==> src/rtl/bridge_pkg.sv <==
// Shared types and constants for the bridge initiator and its delay counter.
// The struct widths are those of the full 32-bit bridge bus.
package bridge_pkg;

  localparam int CNT_W      = 4;
  localparam int BUS_ADDR_W = 32;
  localparam int BUS_DATA_W = 32;

  typedef enum logic [2:0] {
    IDLE,
    STROBE,
    WAIT,
    RESP,
    GAP
  } bridge_state_t;

  typedef struct packed {
    logic                  write;
    logic [BUS_ADDR_W-1:0] addr;
    logic [BUS_DATA_W-1:0] wdata;
  } bridge_cmd_t;

  typedef struct packed {
    logic                  write;
    logic [BUS_DATA_W-1:0] rdata;
  } bridge_rsp_t;

  // A wait of N cycles loads N-1, because the zero cycle itself is the last one.
  function automatic logic [CNT_W-1:0] load_count(input int cycles);
    if (cycles > 0) begin
      return CNT_W'(cycles - 1);
    end
    return '0;
  endfunction

endpackage

==> src/rtl/bridge_delay_counter.sv <==
// Loadable down-counter with a zero flag.
// Shared by the read-latency wait and the post-transaction gap.
module bridge_delay_counter
  import bridge_pkg::*;
(
  input  logic             clk,
  input  logic             reset,
  input  logic             load,
  input  logic             en,
  input  logic [CNT_W-1:0] load_value,
  output logic             zero
);

  logic [CNT_W-1:0] count;

  // The count holds at zero so the flag stays stable until the next load.
  always_ff @(posedge clk or posedge reset) begin
    if (reset) begin
      count <= '0;
    end else if (load) begin
      count <= load_value;
    end else if (en && (count != '0)) begin
      count <= count - 1'b1;
    end
  end

  assign zero = (count == '0);

endmodule

==> src/rtl/bridge_initiator.sv <==
// Bridge bus initiator: turns single-word valid/ready commands into one-cycle
// bridge strobes and returns one response per command.
module bridge_initiator
  import bridge_pkg::*;
#(
  parameter int ADDR_WIDTH = 32,
  parameter int DATA_WIDTH = 32,
  parameter int RD_LATENCY = 2,
  parameter int GAP_CYCLES = 1
) (
  input  logic                  clk,
  input  logic                  reset,
  input  logic                  cmd_valid,
  output logic                  cmd_ready,
  input  logic                  cmd_write,
  input  logic [ADDR_WIDTH-1:0] cmd_addr,
  input  logic [DATA_WIDTH-1:0] cmd_wdata,
  output logic                  rsp_valid,
  input  logic                  rsp_ready,
  output logic                  rsp_write,
  output logic [DATA_WIDTH-1:0] rsp_rdata,
  output logic [ADDR_WIDTH-1:0] bridge_addr,
  output logic                  bridge_wr,
  output logic [DATA_WIDTH-1:0] bridge_wr_data,
  output logic                  bridge_rd,
  input  logic [DATA_WIDTH-1:0] bridge_rd_data
);

  localparam logic [CNT_W-1:0] RD_LOAD  = load_count(RD_LATENCY);
  localparam logic [CNT_W-1:0] GAP_LOAD = load_count(GAP_CYCLES);
  localparam bit               HAS_GAP  = (GAP_CYCLES > 0);

  bridge_state_t    state;
  bridge_state_t    state_next;
  logic             write_q;
  logic             accept;
  logic             cnt_load;
  logic             cnt_en;
  logic [CNT_W-1:0] cnt_load_value;
  logic             cnt_zero;

  bridge_delay_counter u_delay (
    .clk        (clk),
    .reset      (reset),
    .load       (cnt_load),
    .en         (cnt_en),
    .load_value (cnt_load_value),
    .zero       (cnt_zero)
  );

  always_ff @(posedge clk or posedge reset) begin
    if (reset) begin
      state <= IDLE;
    end else begin
      state <= state_next;
    end
  end

  always_comb begin
    state_next = state;
    case (state)
      IDLE: begin
        if (cmd_valid) begin
          state_next = STROBE;
        end
      end
      STROBE: begin
        state_next = write_q ? RESP : WAIT;
      end
      WAIT: begin
        if (cnt_zero) begin
          state_next = RESP;
        end
      end
      RESP: begin
        if (rsp_ready) begin
          state_next = HAS_GAP ? GAP : IDLE;
        end
      end
      GAP: begin
        if (cnt_zero) begin
          state_next = IDLE;
        end
      end
      default: begin
        state_next = IDLE;
      end
    endcase
  end

  // Ready is gated by reset so a command is never taken while reset is held.
  always_comb begin
    cmd_ready      = (state == IDLE) && !reset;
    rsp_valid      = (state == RESP);
    bridge_wr      = (state == STROBE) && write_q;
    bridge_rd      = (state == STROBE) && !write_q;
    cnt_load       = (state == STROBE) || ((state == RESP) && rsp_ready);
    cnt_load_value = (state == STROBE) ? RD_LOAD : GAP_LOAD;
    cnt_en         = (state == WAIT) || (state == GAP);
  end

  assign accept = (state == IDLE) && cmd_valid;

  // Address and write data hold their last values between transactions.
  always_ff @(posedge clk or posedge reset) begin
    if (reset) begin
      bridge_addr    <= '0;
      bridge_wr_data <= '0;
      write_q        <= 1'b0;
      rsp_write      <= 1'b0;
      rsp_rdata      <= '0;
    end else begin
      if (accept) begin
        bridge_addr    <= cmd_addr;
        bridge_wr_data <= cmd_wdata;
        write_q        <= cmd_write;
      end
      if (state == STROBE) begin
        rsp_write <= write_q;
        rsp_rdata <= '0;
      end
      if ((state == WAIT) && cnt_zero) begin
        rsp_rdata <= bridge_rd_data;
      end
    end
  end

endmodule

==> config.mk <==
export PLATFORM = sky130hd
export DESIGN_NAME = bridge_initiator
export DESIGN_NICKNAME = d
export VERILOG_FILES = /design/src/rtl/bridge_pkg.sv /design/src/rtl/bridge_delay_counter.sv /design/src/rtl/bridge_initiator.sv
export SDC_FILE = /design/constraint.sdc
export NUM_CORES = 1
export LEC_CHECK = 0
export ABC_AREA = 1
export ABC_CLOCK_PERIOD_IN_PS = 5200
export BUFFER_PORTS_ARGS = -buffer_cell sky130_fd_sc_hd__buf_4
export CORE_MARGIN = 1.5
export CORE_UTILIZATION = 29
export DETAILED_ROUTE_END_ITERATION = 8
export PLACE_DENSITY = 0.59
export SLEW_MARGIN = 20
export SYNTH_ARGS = -nofsm -noshare
export SYNTH_HDL_FRONTEND = slang
export SYNTH_SLANG_ARGS = --single-unit
export TNS_END_PERCENT = 30
==> constraint.sdc <==
create_clock -name clk -period 5.2 [get_ports clk]
set_input_delay 0.26 -clock clk [delete_from_list [all_inputs] [get_ports clk]]
set_output_delay 0.26 -clock clk [all_outputs]
set_load 0.005 [all_outputs]
==> flow_metrics.py <==
metrics = {
    "detailed_routing": {
        "routed_wl_um": 10600,
        "initial_drc_count": 184,
        "drtPass1Iterations": 4,
        "average_wire_per_standard_cell_um": 12.2,
        "via_per_inst": 4.25,
        "detailroute.via_count": 3697,
        "route.antenna.remaining_nets": 0,
        "route.detailed.drc": 0,
    },
    "pwr": {
        "power.switching_mw": 1.29,
        "power_leakage_nw": 3.62,
        "power.density_nw_per_um2": 579,
        "overall_power_consumption_mw": 3.65,
        "switching_fraction_pct": 35.3,
        "seq_power_share_pct": 39.7,
        "power.ir.vdd_worst_v": 0.000206,
        "internal_power_mw": 2.36,
        "power.combinational.fraction_pct": 41.1,
        "clk_network_pwr_share_pct": 19.2,
    },
    "global_routing": {
        "grt_start_max_net_pins": 89,
        "initial_antenna_violation_count": 0,
        "via_count_of_the_first_global_routing_pass": 3670,
        "track_usage_pct": 13.7,
        "grt_overflow_total": 0,
        "grt_pass1_wl_um": 17700,
    },
    "yosys": {
        "synth_sequential_area_ratio_pct": 59.6,
        "synth.net_count": 588,
        "yosys.area.top_type_share_pct": 59.6,
        "ys_top_cells_by_area": "sky130_fd_sc_hd__dfrtp_1, sky130_fd_sc_hd__nand2_1, sky130_fd_sc_hd__inv_1, sky130_fd_sc_hd__o21ai_2, sky130_fd_sc_hd__o21ai_0",
        "number_of_warnings_reported_in_the_yosys_synthesis_log": 0,
        "synth-async-reset-ratio_pct": 100,
        "synth_seq_cells": 105,
        "netlist-cell-type-count": 19,
        "synth_top_flop_cell": "sky130_fd_sc_hd__dfrtp_1",
        "post_synth_inst_count": 485,
        "mappedNetlistArea_sq_um": 4410,
        "synth_enable_flop_cells": 0,
        "synthMostInstantiatedCell": "sky130_fd_sc_hd__nand2_1",
        "synthesis.area_per_instance_sq_um": 9.09,
        "most_used_standard_cells_in_the_synthesized_netlist": "sky130_fd_sc_hd__nand2_1, sky130_fd_sc_hd__dfrtp_1, sky130_fd_sc_hd__inv_1",
        "yosys.area.top_type": "sky130_fd_sc_hd__dfrtp_1",
    },
    "cts": {
        "clk-insertion-delay-late_ns": 0.34,
        "hold_buffer_count_at_cts": 1,
        "cts_tree": "yes",
        "cts.sinks": 105,
        "cts-root-buf": "sky130_fd_sc_hd__clkbuf_16",
        "cts.reportedPaths.clkPinSlew_ns": 0.07,
        "clock_path_buffers": 2,
        "cts_resized": 0,
        "cts_post_setup_buffers_inserted": 0,
        "clock_buffer_count_from_cts": 9,
        "htree_depth": 3,
    },
    "setup_path": {
        "start_kind": "flop",
        "critical-path-top-delay-family": "simple AND/OR/NAND/NOR gates",
        "rrSetupSlack_ns": 3.03,
        "reg2reg_depth": 5,
        "capture_point_of_the_worst_reg_to_reg_path": "bridge_addr[27]",
        "cell_breakdown_of_the_critical_path": "nor2_2, nand3_4, buf_4, nand2_1, o21ai_0",
        "cp.arrival_ns": 2.36,
        "crit_path_max_fanout": 88,
        "cpMaxStageDelayCell": "sky130_fd_sc_hd__buf_4",
        "path_class": "flop to flop",
        "critical_path.n_buffers_inverters": 1,
        "critical-path-max-stage-delay_ns": 0.54,
        "critPathRequiredTime_ns": 5.39,
        "regToRegStartpoint": "state[1]",
        "critical_path.startpoint": "state[1]",
        "worst_setup_path_end_kind": "flop",
    },
    "sta": {
        "final.min_clock_period_ns": 2.17,
        "setup_total_negative_slack_ns": 0,
        "final-setup-viol-count": 0,
        "maxClockFrequency_mhz": 461,
        "clock-skew-final_ns": 0.00476,
        "drv_slew": 0,
        "rsz0062_at_grt": "no",
        "tightestPinTransition_ns": 0.788,
        "timing.slew.headroom_pct": 47.5,
        "timing.final.crit_share_pct": 41.8,
        "final_hold_viol_count": 0,
    },
    "floorplanning": {
        "rows": 44,
        "floorplan.die.width_um": 126,
        "io_pins": 202,
        "chipHeight_um": 126,
        "placeable_area_sq_um": 14700,
        "design.die.area_sq_um": 15900,
        "initial_core_util_pct": 30.0,
    },
    "worst_hold_path": {
        "min_delay_startpoint": "bridge_rd_data[7]",
        "timing.hold.worst_endpoint": "rsp_rdata[7]",
        "worstHoldPathCells": 3,
        "holdCritPathClass": "input port to flop",
    },
    "cells_and_area": {
        "number_of_filler_cells_placed_in_the_layout": 1455,
        "drive_gt1_share_pct": 36.2,
        "insertedDiodeCount": 0,
        "flow.area_growth_from_synthesis_pct": 42.9,
        "final_nets": 783,
    },
    "place": {
        "dp_hpwl_um": 7850,
        "port_buffers": 201,
        "place_congestion": 0.764,
    },
    "status": {
        "outcome": "finished, final reports clean",
    },
    "flow_run": {
        "drv.max_cap_violation_count": 0,
    },
}
## worst max-delay path by stage
stage	end	cells after the start
CTS	bridge_addr[27]	4
detailed placement	bridge_addr[27]	5
global route	bridge_addr[27]	5
global placement	bridge_wr_data[3]	5
finish	bridge_addr[27]	5
floorplan	bridge_addr[0]	1
## worst register-to-register path, stage by stage, from the launching register on
cell and delay [ns]:
sky130_fd_sc_hd__dfrtp_1 0.45, sky130_fd_sc_hd__nor2_2 0.26, sky130_fd_sc_hd__nand3_4 0.45, sky130_fd_sc_hd__buf_4 0.56, sky130_fd_sc_hd__nand2_1 0.19, sky130_fd_sc_hd__o21ai_0 0.10
## power by group through the flow
stage	logic [mW]	clock network [mW]	registers, mW
2_1_floorplan	0.784	0	1.46
3_3_place_gp	1.49	0	1.45
3_5_place_dp	1.53	0	1.46
4_1_cts	1.53	0.727	1.45
5_1_grt	1.69	0.753	1.50
6_report	1.50	0.700	1.45
## layout by cell type, fill, tap and decap left out, types with 2 or more instances in the layout
master and count:
sky130_fd_sc_hd__clkbuf_16 9, sky130_fd_sc_hd__nand4_1 2, sky130_fd_sc_hd__buf_4 203, sky130_fd_sc_hd__nor2_4 2, sky130_fd_sc_hd__nor2_1 9, sky130_fd_sc_hd__ha_1 2
sky130_fd_sc_hd__o21ai_2 23, sky130_fd_sc_hd__dfrtp_1 105, sky130_fd_sc_hd__nand3_1 8, sky130_fd_sc_hd__inv_1 76, sky130_fd_sc_hd__nand2_1 188, sky130_fd_sc_hd__o21ai_0 32
sky130_fd_sc_hd__o21ai_1 12, sky130_fd_sc_hd__clkbuf_8 2
## stage by stage
stage	instance area, sq um	instances	hold slack (ns)	setup WS [ns]	util, %
after floorplan	4410	485	0.377	2.18	-
after global placement	5980	852	0.368	3.15	40.7
after detailed placement	5980	852	0.384	3.06	40.7
after CTS	6300	869	0.100	3.04	42.8
after global routing	6300	869	0.116	2.83	42.8
final	6300	869	0.120	3.03	42.8
## cell families (layout without fill, tap and decap cells)
logic type	Yosys count	count (layout)	share of synthesized area [%]
flops	105	105	59.6
simple gates	212	212	19.1
buf+inv	98	298	11.0
fa+ha+maj	2	2	0.568
compound gates	67	67	9.57
xor+xnor	1	1	0.199
## sequential cells by signal (all words and copies together) (netlist names)
signal          flops
write_q             1
bridge_addr        32
bridge_wr_data     32
rsp_write           1
u_delay.count       4
rsp_rdata          32
state               3
## area by class of cell
type / instances / area [sq um] / area share [%]
Multi-Input combinational cell: 282 / 1300 / 20.7
Clock inverter: 4 / 51.3 / 0.814
Tap cell: 184 / 230 / 3.66
Timing Repair Buffer: 204 / 1530 / 24.4
Clock buffer: 12 / 256 / 4.07
Inverter: 78 / 295 / 4.69
Sequential cell: 105 / 2630 / 41.7
## routing by layer
layer / GRT usage (%) / share of wire (%)
met5: 0 / 0
met2: 21.5 / 46
met1: 17.7 / 44
met3: 4.38 / 8.5
met4: 5.54 / 1.6
(Power assumes the default switching activity.)
